===== config.mk =====
export PLATFORM = sky130hd
export DESIGN_NAME = line_buffer_reg
export DESIGN_NICKNAME = d
export VERILOG_FILES = /design/src/rtl/line_buffer_reg_pkg.sv /design/src/rtl/line_buffer_reg_w1c.sv /design/src/rtl/line_buffer_reg.sv
export SDC_FILE = /design/constraint.sdc
export NUM_CORES = 1
export LEC_CHECK = 0
export CORE_ASPECT_RATIO = 0.7
export CORE_MARGIN = 2
export CORE_UTILIZATION = 34
export CTS_BUF_LIST = sky130_fd_sc_hd__clkbuf_4 sky130_fd_sc_hd__clkbuf_8 sky130_fd_sc_hd__clkbuf_16
export DETAILED_ROUTE_END_ITERATION = 7
export GPL_TIMING_DRIVEN = 1
export PLACE_DENSITY = 0.88
export SYNTH_ARGS = -nofsm -noshare
export SYNTH_HDL_FRONTEND = slang
export SYNTH_HIERARCHICAL = 1
export SYNTH_SLANG_ARGS = --single-unit

===== constraint.sdc =====
create_clock -name pclk -period 2.2 [get_ports pclk]
set_clock_uncertainty 0.05 [all_clocks]
set_input_delay 0.22 -clock pclk [delete_from_list [all_inputs] [get_ports pclk]]
set_output_delay 0.22 -clock pclk [all_outputs]
set_load 0.01 [all_outputs]

===== src/rtl/line_buffer_reg_pkg.sv =====
// Shared definitions for the line-buffer register file: register byte
// offsets, field positions and widths, reset constants and interrupt bit
// indices. Optional build macro used by the top: LINE_BUFFER_REG_ERR_CNT_EN.
package line_buffer_reg_pkg;

  // Register byte offsets inside the 256-byte window
  localparam logic [7:0] OFF_CTRL     = 8'h00;
  localparam logic [7:0] OFF_LINE_CFG = 8'h04;
  localparam logic [7:0] OFF_CMD      = 8'h08;
  localparam logic [7:0] OFF_STATUS   = 8'h0C;
  localparam logic [7:0] OFF_INT_RAW  = 8'h10;
  localparam logic [7:0] OFF_INT_EN   = 8'h14;
  localparam logic [7:0] OFF_INT_STAT = 8'h18;
  localparam logic [7:0] OFF_VERSION  = 8'h1C;
  localparam logic [7:0] OFF_ERR_CNT  = 8'h20;

  // CTRL fields
  localparam int unsigned CTRL_W           = 32'd4;
  localparam int unsigned CTRL_LB_EN_BIT   = 32'd0;
  localparam int unsigned CTRL_BYPASS_BIT  = 32'd1;
  localparam int unsigned CTRL_PIX_FMT_LSB = 32'd2;
  localparam int unsigned CTRL_PIX_FMT_MSB = 32'd3;

  // CMD fields
  localparam int unsigned CMD_SOFT_RST_BIT = 32'd0;
  localparam int unsigned CMD_FLUSH_BIT    = 32'd1;

  // Interrupt bit indices shared by INT_RAW / INT_EN / INT_STAT
  localparam int unsigned INT_W          = 32'd3;
  localparam int unsigned INT_FRAME_DONE = 32'd0;
  localparam int unsigned INT_OVERFLOW   = 32'd1;
  localparam int unsigned INT_UNDERFLOW  = 32'd2;

  // Error counter width
  localparam int unsigned ERR_CNT_W = 32'd16;

  // Reset values
  localparam logic [CTRL_W-1:0] CTRL_RST   = 4'h0;
  localparam logic [INT_W-1:0]  INT_EN_RST = 3'h0;

  // Byte offset of a register from the word index carried in addr[7:2]
  function automatic logic [7:0] reg_offset(input logic [5:0] word);
    return {word, 2'b00};
  endfunction

endpackage


===== src/rtl/line_buffer_reg_w1c.sv =====
// One sticky interrupt status bit: set by a hardware event, cleared by a
// write-one-to-clear; when both happen in the same cycle the set wins so
// an event is never lost.
module line_buffer_reg_w1c (
  input  logic pclk,
  input  logic presetn,
  input  logic set,
  input  logic clr,
  output logic q
);

  // Sticky bit with set-over-clear priority
  always_ff @(posedge pclk or negedge presetn) begin
    if (!presetn) begin
      q <= 1'b0;
    end else if (set) begin
      q <= 1'b1;
    end else if (clr) begin
      q <= 1'b0;
    end
  end

endmodule


===== src/rtl/line_buffer_reg.sv =====
// Line-buffer register file behind the APB translation stage. Holds the
// configuration registers, issues one-cycle command pulses, captures core
// events into W1C status bits and drives a masked, registered irq.
// Build option: define LINE_BUFFER_REG_ERR_CNT_EN to add the read-clear
// ERR_CNT register at offset 0x20.
module line_buffer_reg
  import line_buffer_reg_pkg::*;
#(
  parameter logic [31:0]     BASE_ADDR = 32'h0000_0000,
  parameter int unsigned     LW_W      = 32'd13,
  parameter logic [LW_W-1:0] LW_RST    = 13'd1920,
  parameter logic [31:0]     VERSION   = 32'h0001_0000
) (
  input  logic            pclk,
  input  logic            presetn,
  input  logic            apbif_wr,
  input  logic            apbif_rd,
  input  logic [31:0]     apbif_addr,
  input  logic [31:0]     apbif_wdata,
  output logic [31:0]     apbif_rdata,
  output logic            cfg_lb_en,
  output logic            cfg_bypass,
  output logic [1:0]      cfg_pix_fmt,
  output logic [LW_W-1:0] cfg_line_width,
  output logic            cmd_soft_rst,
  output logic            cmd_flush,
  input  logic            sts_busy,
  input  logic            sts_empty,
  input  logic            sts_full,
  input  logic            evt_frame_done,
  input  logic            evt_overflow,
  input  logic            evt_underflow,
  output logic            irq
);

  logic              hit_s;
  logic [7:0]        offset_s;
  logic              wr_hit_s;
  logic              wr_ctrl_s, wr_line_cfg_s, wr_cmd_s, wr_int_raw_s, wr_int_en_s;
  logic [CTRL_W-1:0] ctrl_r;
  logic [LW_W-1:0]   line_width_r;
  logic [INT_W-1:0]  int_en_r;
  logic [INT_W-1:0]  int_raw_s;
  logic [INT_W-1:0]  evt_s;

  assign hit_s         = (apbif_addr[31:8] == BASE_ADDR[31:8]);
  assign offset_s      = reg_offset(apbif_addr[7:2]);
  assign wr_hit_s      = apbif_wr & hit_s;
  assign wr_ctrl_s     = wr_hit_s & (offset_s == OFF_CTRL);
  assign wr_line_cfg_s = wr_hit_s & (offset_s == OFF_LINE_CFG);
  assign wr_cmd_s      = wr_hit_s & (offset_s == OFF_CMD);
  assign wr_int_raw_s  = wr_hit_s & (offset_s == OFF_INT_RAW);
  assign wr_int_en_s   = wr_hit_s & (offset_s == OFF_INT_EN);

  assign cfg_lb_en      = ctrl_r[CTRL_LB_EN_BIT];
  assign cfg_bypass     = ctrl_r[CTRL_BYPASS_BIT];
  assign cfg_pix_fmt    = ctrl_r[CTRL_PIX_FMT_MSB:CTRL_PIX_FMT_LSB];
  assign cfg_line_width = line_width_r;

  // Read/write configuration registers: CTRL, LINE_CFG and INT_EN
  always_ff @(posedge pclk or negedge presetn) begin
    if (!presetn) begin
      ctrl_r       <= CTRL_RST;
      line_width_r <= LW_RST;
      int_en_r     <= INT_EN_RST;
    end else begin
      if (wr_ctrl_s)     ctrl_r       <= apbif_wdata[CTRL_W-1:0];
      if (wr_line_cfg_s) line_width_r <= apbif_wdata[LW_W-1:0];
      if (wr_int_en_s)   int_en_r     <= apbif_wdata[INT_W-1:0];
    end
  end

  // Command pulses: high for exactly the cycle after a CMD write of 1
  always_ff @(posedge pclk or negedge presetn) begin
    if (!presetn) begin
      cmd_soft_rst <= 1'b0;
      cmd_flush    <= 1'b0;
    end else begin
      cmd_soft_rst <= wr_cmd_s & apbif_wdata[CMD_SOFT_RST_BIT];
      cmd_flush    <= wr_cmd_s & apbif_wdata[CMD_FLUSH_BIT];
    end
  end

  // Map the event inputs onto their interrupt bit positions
  always_comb begin
    evt_s                 = {INT_W{1'b0}};
    evt_s[INT_FRAME_DONE] = evt_frame_done;
    evt_s[INT_OVERFLOW]   = evt_overflow;
    evt_s[INT_UNDERFLOW]  = evt_underflow;
  end

  for (genvar i = 0; i < int'(INT_W); i++) begin : g_int_raw
    line_buffer_reg_w1c u_w1c (
      .pclk    (pclk),
      .presetn (presetn),
      .set     (evt_s[i]),
      .clr     (wr_int_raw_s & apbif_wdata[i]),
      .q       (int_raw_s[i])
    );
  end

  // Interrupt output, registered from the enabled raw status
  always_ff @(posedge pclk or negedge presetn) begin
    if (!presetn) begin
      irq <= 1'b0;
    end else begin
      irq <= |(int_raw_s & int_en_r);
    end
  end

`ifdef LINE_BUFFER_REG_ERR_CNT_EN
  logic [ERR_CNT_W-1:0] err_cnt_r;
  logic [ERR_CNT_W-1:0] err_base_s;
  logic [ERR_CNT_W:0]   err_sum_s;
  logic [1:0]           err_inc_s;
  logic                 err_rd_clr_s;

  assign err_rd_clr_s = apbif_rd & hit_s & (offset_s == OFF_ERR_CNT);
  assign err_inc_s    = {1'b0, evt_overflow} + {1'b0, evt_underflow};

  // Next error count: a read restarts from zero, events still land, saturate
  always_comb begin
    err_base_s = err_rd_clr_s ? {ERR_CNT_W{1'b0}} : err_cnt_r;
    err_sum_s  = {1'b0, err_base_s} + {{(ERR_CNT_W-1){1'b0}}, err_inc_s};
  end

  // Error counter register
  always_ff @(posedge pclk or negedge presetn) begin
    if (!presetn) begin
      err_cnt_r <= {ERR_CNT_W{1'b0}};
    end else if (err_sum_s[ERR_CNT_W]) begin
      err_cnt_r <= {ERR_CNT_W{1'b1}};
    end else begin
      err_cnt_r <= err_sum_s[ERR_CNT_W-1:0];
    end
  end
`else
  logic unused_rd;
  assign unused_rd = apbif_rd;
`endif

  // Read mux: combinational so data is valid in the same cycle as the strobe
  always_comb begin
    apbif_rdata = 32'h0000_0000;
    if (hit_s) begin
      case (offset_s)
        OFF_CTRL:     apbif_rdata = {{(32-CTRL_W){1'b0}}, ctrl_r};
        OFF_LINE_CFG: apbif_rdata = {{(32-LW_W){1'b0}}, line_width_r};
        OFF_STATUS:   apbif_rdata = {29'h0, sts_full, sts_empty, sts_busy};
        OFF_INT_RAW:  apbif_rdata = {{(32-INT_W){1'b0}}, int_raw_s};
        OFF_INT_EN:   apbif_rdata = {{(32-INT_W){1'b0}}, int_en_r};
        OFF_INT_STAT: apbif_rdata = {{(32-INT_W){1'b0}}, int_raw_s & int_en_r};
        OFF_VERSION:  apbif_rdata = VERSION;
`ifdef LINE_BUFFER_REG_ERR_CNT_EN
        OFF_ERR_CNT:  apbif_rdata = {{(32-ERR_CNT_W){1'b0}}, err_cnt_r};
`endif
        default:      apbif_rdata = 32'h0000_0000;
      endcase
    end else begin
      apbif_rdata = 32'h0000_0000;
    end
  end

  // Address byte-lane bits and write-data bits above every field are ignored
  logic unused_bits;
  assign unused_bits = &{1'b0, apbif_addr[1:0], apbif_wdata[31:LW_W]};

endmodule


==> flow_summary.yaml <==
route:
  drcViolationCount: 0
  drt_iter0_drc: 49
  highest_layer: "met4"
  via_count: 1604
  drt_first_pass_iters: 4
  ant_nets: 0
  wl_per_cell_um: 16.1
  dr_wl_met3_um: 394
  viasPerCell: 5.00
  wl_met1_mm: 2.09
  dr_wl_met2_mm: 2.64
  drt-total-wl_mm: 5.18
worst_setup_path:
  required_ps: 1930
  crit_type: "in -> out"
  crit_fanout: 5
  worst_setup_path_start_kind: "input port"
  crit_arrival_ps: 1870
  endpoint_kind: "output pin"
  reg2reg_depth: 2
  reg2reg_setup_slack_ps: 1180
  r2r_start: "int_en_r[2]$_DFFE_PN0P_"
  r2r-end: "irq$_DFF_PN0_"
cts:
  clockBufferDepth: 2
  cts_tree: "built"
  numClockSinks: 26
  cts_buffers: 3
  clk_pin_slew_ps: 90
  htreeDepth: 1
  clock_latency_ps: 270
  root_buffer: "clkbuf_8"
timing:
  fin_crit_ps: 2140
  maxSlewViolCount: 0
  finalHoldViolations: 0
  grt_setup_unrepaired: "true"
  fmax_mhz: 468
  fin_tns_setup_ps: 0
  fin_crit_sh: 0.971
  setup_viol: 0
finish:
  fill_cells: 371
  drive_gt1_frac: 0.383
  multiInputGateArea_um2: 978
  postLayoutCellArea_um2: 2860
  diodes: 0
  fin_cells: 321
  syn2layout_area_growth_pct: 74.4
  layout.nets: 339
  seq_area_um2: 656
synthesis:
  synth-edff-count: 0
  syn-cell-area_um2: 1640
  syn_avg_cell_area_um2: 11.0
  async_flop_share: 1.00
  seq_area_frac_synth: 0.399
  synthDistinctLibCells: 37
  ys.flop_type: "dfrtp_1"
  syn_inst: 149
  ys_seq_elements: 26
  ys_warn_count: 6
floorplanning:
  core_um2: 4700
  start_util: 0.349
  die_width_um: 87.1
  die-area_um2: 5410
  io_pins: 126
  row_count: 21
  die_height_um: 62.1
placed_design:
  dpl_cell_area_um2: 2640
  gp_congestion: 0.913
  placedCellCount: 307
  port_buffers: 85
  place_hpwl_mm: 3.88
pwr:
  power.leakage_nw: 1.38
  power_density_nw_per_um2: 337
  peakVddDrop_mv: 0.246
  total_power_mw: 0.964
global_routing:
  grt_max_degree: 27
  grtUsageTotal: 0.188
  grt_pass1_vias: 1658
  antenna_found_initial: 0
  grt_pass1_wl_mm: 8.01
  gr-total-overflow: 0
status:
  status: "completed"
min_path:
  min_path_type: "in -> async"
job:
  drv_cap: 0
logic make-up after synthesis:
family,after synthesis,share of synthesized area
and+or+nand+nor,55,0.223
buffers and inverters,29,0.118
muxes,26,0.207
DFF,26,0.399
AOI/OAI and AO/OA,12,0.0503
other,1,0.00228
layout make-up:
type,count,share of cell area
clock buffers,4,0.0170
repair buffers,119,0.382
multi-input cells,111,0.342
inverters,4,0.00524
flip-flops and latches,26,0.229
well taps,57,0.0249
power by group:
group | switching (mW) | internal [mW] | leakage [nW]
Combinational | 0.0870 | 0.112 | 1.02
Clock | 0.146 | 0.142 | 0.0262
Sequential | 0.0000000104 | 0.478 | 0.333
Total | 0.233 | 0.732 | 1.38
state kept, by name, summed over array words and instances, names as in the netlist:
register	cells
cmd_flush	1
int_en_r	3
irq	1
ctrl_r	4
cfg_line_width	13
g_int_raw.u_w1c/q	3
cmd_soft_rst	1
per-layer routing:
layer,GRT usage,vias to the layer above
met5,0,-
met1,0.234,781
li1,-,736
met4,0.0371,0
met3,0.0479,6
met2,0.328,81
worst max-delay path, cell delays in order:
cell           delay, ps
dlygate4sd2_1        240
buf_4                130
or4_4                500
nor2_4               110
and3_4               210
buf_6                120
buf_4                100
and2_1               110
buf_2                120
layout by cell type (no fill, tap or decap), types with 2 or more instances in the layout:
cell             synthesis  layout
clkdlybuf4s50_1          0      55
buf_4                   18      31
dfrtp_1                 22      22
conb_1                   1      18
mux2_2                  14      14
dlymetal6s2s_1           0      12
mux2_4                  10      10
and2_1                  10       9
buf_2                    2       9
nor4_4                   1       7
nor3_1                   7       7
nand3_1                  6       6
nand2_1                  4       4
inv_1                    4       4
dfstp_2                  4       4
dlygate4sd2_1            0       4
nand4_1                  3       3
clkbuf_8                 0       3
a21o_1                   3       3
clkbuf_2                 0       3
nand2b_1                 2       2
nor2b_1                  2       2
nor2_1                   3       2
a32oi_1                  2       2
a21oi_1                  4       2
a21oi_2                  0       2
buf_6                    2       2
clkdlybuf4s15_2          0       2
cell usage after synthesis (2+ instances only):
| library cell | count | area (um^2) |
|---|---|---|
| dfrtp_1 | 22 | 551 |
| buf_4 | 18 | 135 |
| mux2_2 | 14 | 158 |
| and2_1 | 10 | 62.6 |
| mux2_4 | 10 | 150 |
| nor3_1 | 7 | 35.0 |
| nor4_1 | 7 | 43.8 |
| nand3_1 | 6 | 30.0 |
| a21oi_1 | 4 | 20.0 |
| dfstp_2 | 4 | 105 |
| inv_1 | 4 | 15.0 |
| nand2_1 | 4 | 15.0 |
| a21o_1 | 3 | 22.5 |
| clkbuf_1 | 3 | 11.3 |
| nand4_1 | 3 | 18.8 |
| nor2_1 | 3 | 11.3 |
| a32oi_1 | 2 | 17.5 |
| buf_2 | 2 | 10.0 |
| buf_6 | 2 | 22.5 |
| nand2b_1 | 2 | 12.5 |
| nor2b_1 | 2 | 12.5 |
| or3b_2 | 2 | 17.5 |
how the worst max path moves through the flow:
stage                          end  cells after the start  slack, ps           from
CTS                 apbif_rdata[2]                      5      -0.05  apbif_addr[5]
floorplan           apbif_rdata[1]                      5        360  apbif_addr[4]
global placement    apbif_rdata[3]                      6       -520  apbif_addr[9]
finish              apbif_rdata[9]                      9         60  apbif_addr[4]
global route        apbif_rdata[9]                      9        -20  apbif_addr[4]
detailed placement  apbif_rdata[3]                      6       -550  apbif_addr[9]
per-stage QoR:
| step | hold slack, ps | utilization | setup slack (ps) |
|---|---|---|---|
| after floorplan | -126 | - | 361 |
| final | 263 | 0.609 | 64.7 |
| after global placement | 457 | 0.562 | -525 |
| after CTS | 274 | 0.587 | -0.0500 |
| after detailed placement | 466 | 0.562 | -550 |
| after global routing | 294 | 0.609 | -21.3 |
timing repair:
item / 4_1_cts / 5_1_grt
gates cloned: 1 / 0
endpoints found under the setup margin: 14 / 14
pin swaps: 8 / 10
setup buffers: 6 / 3
gates resized for setup: 66 / 26
hold buffers: 0 / 0
Power figures use the tool's default switching activity.
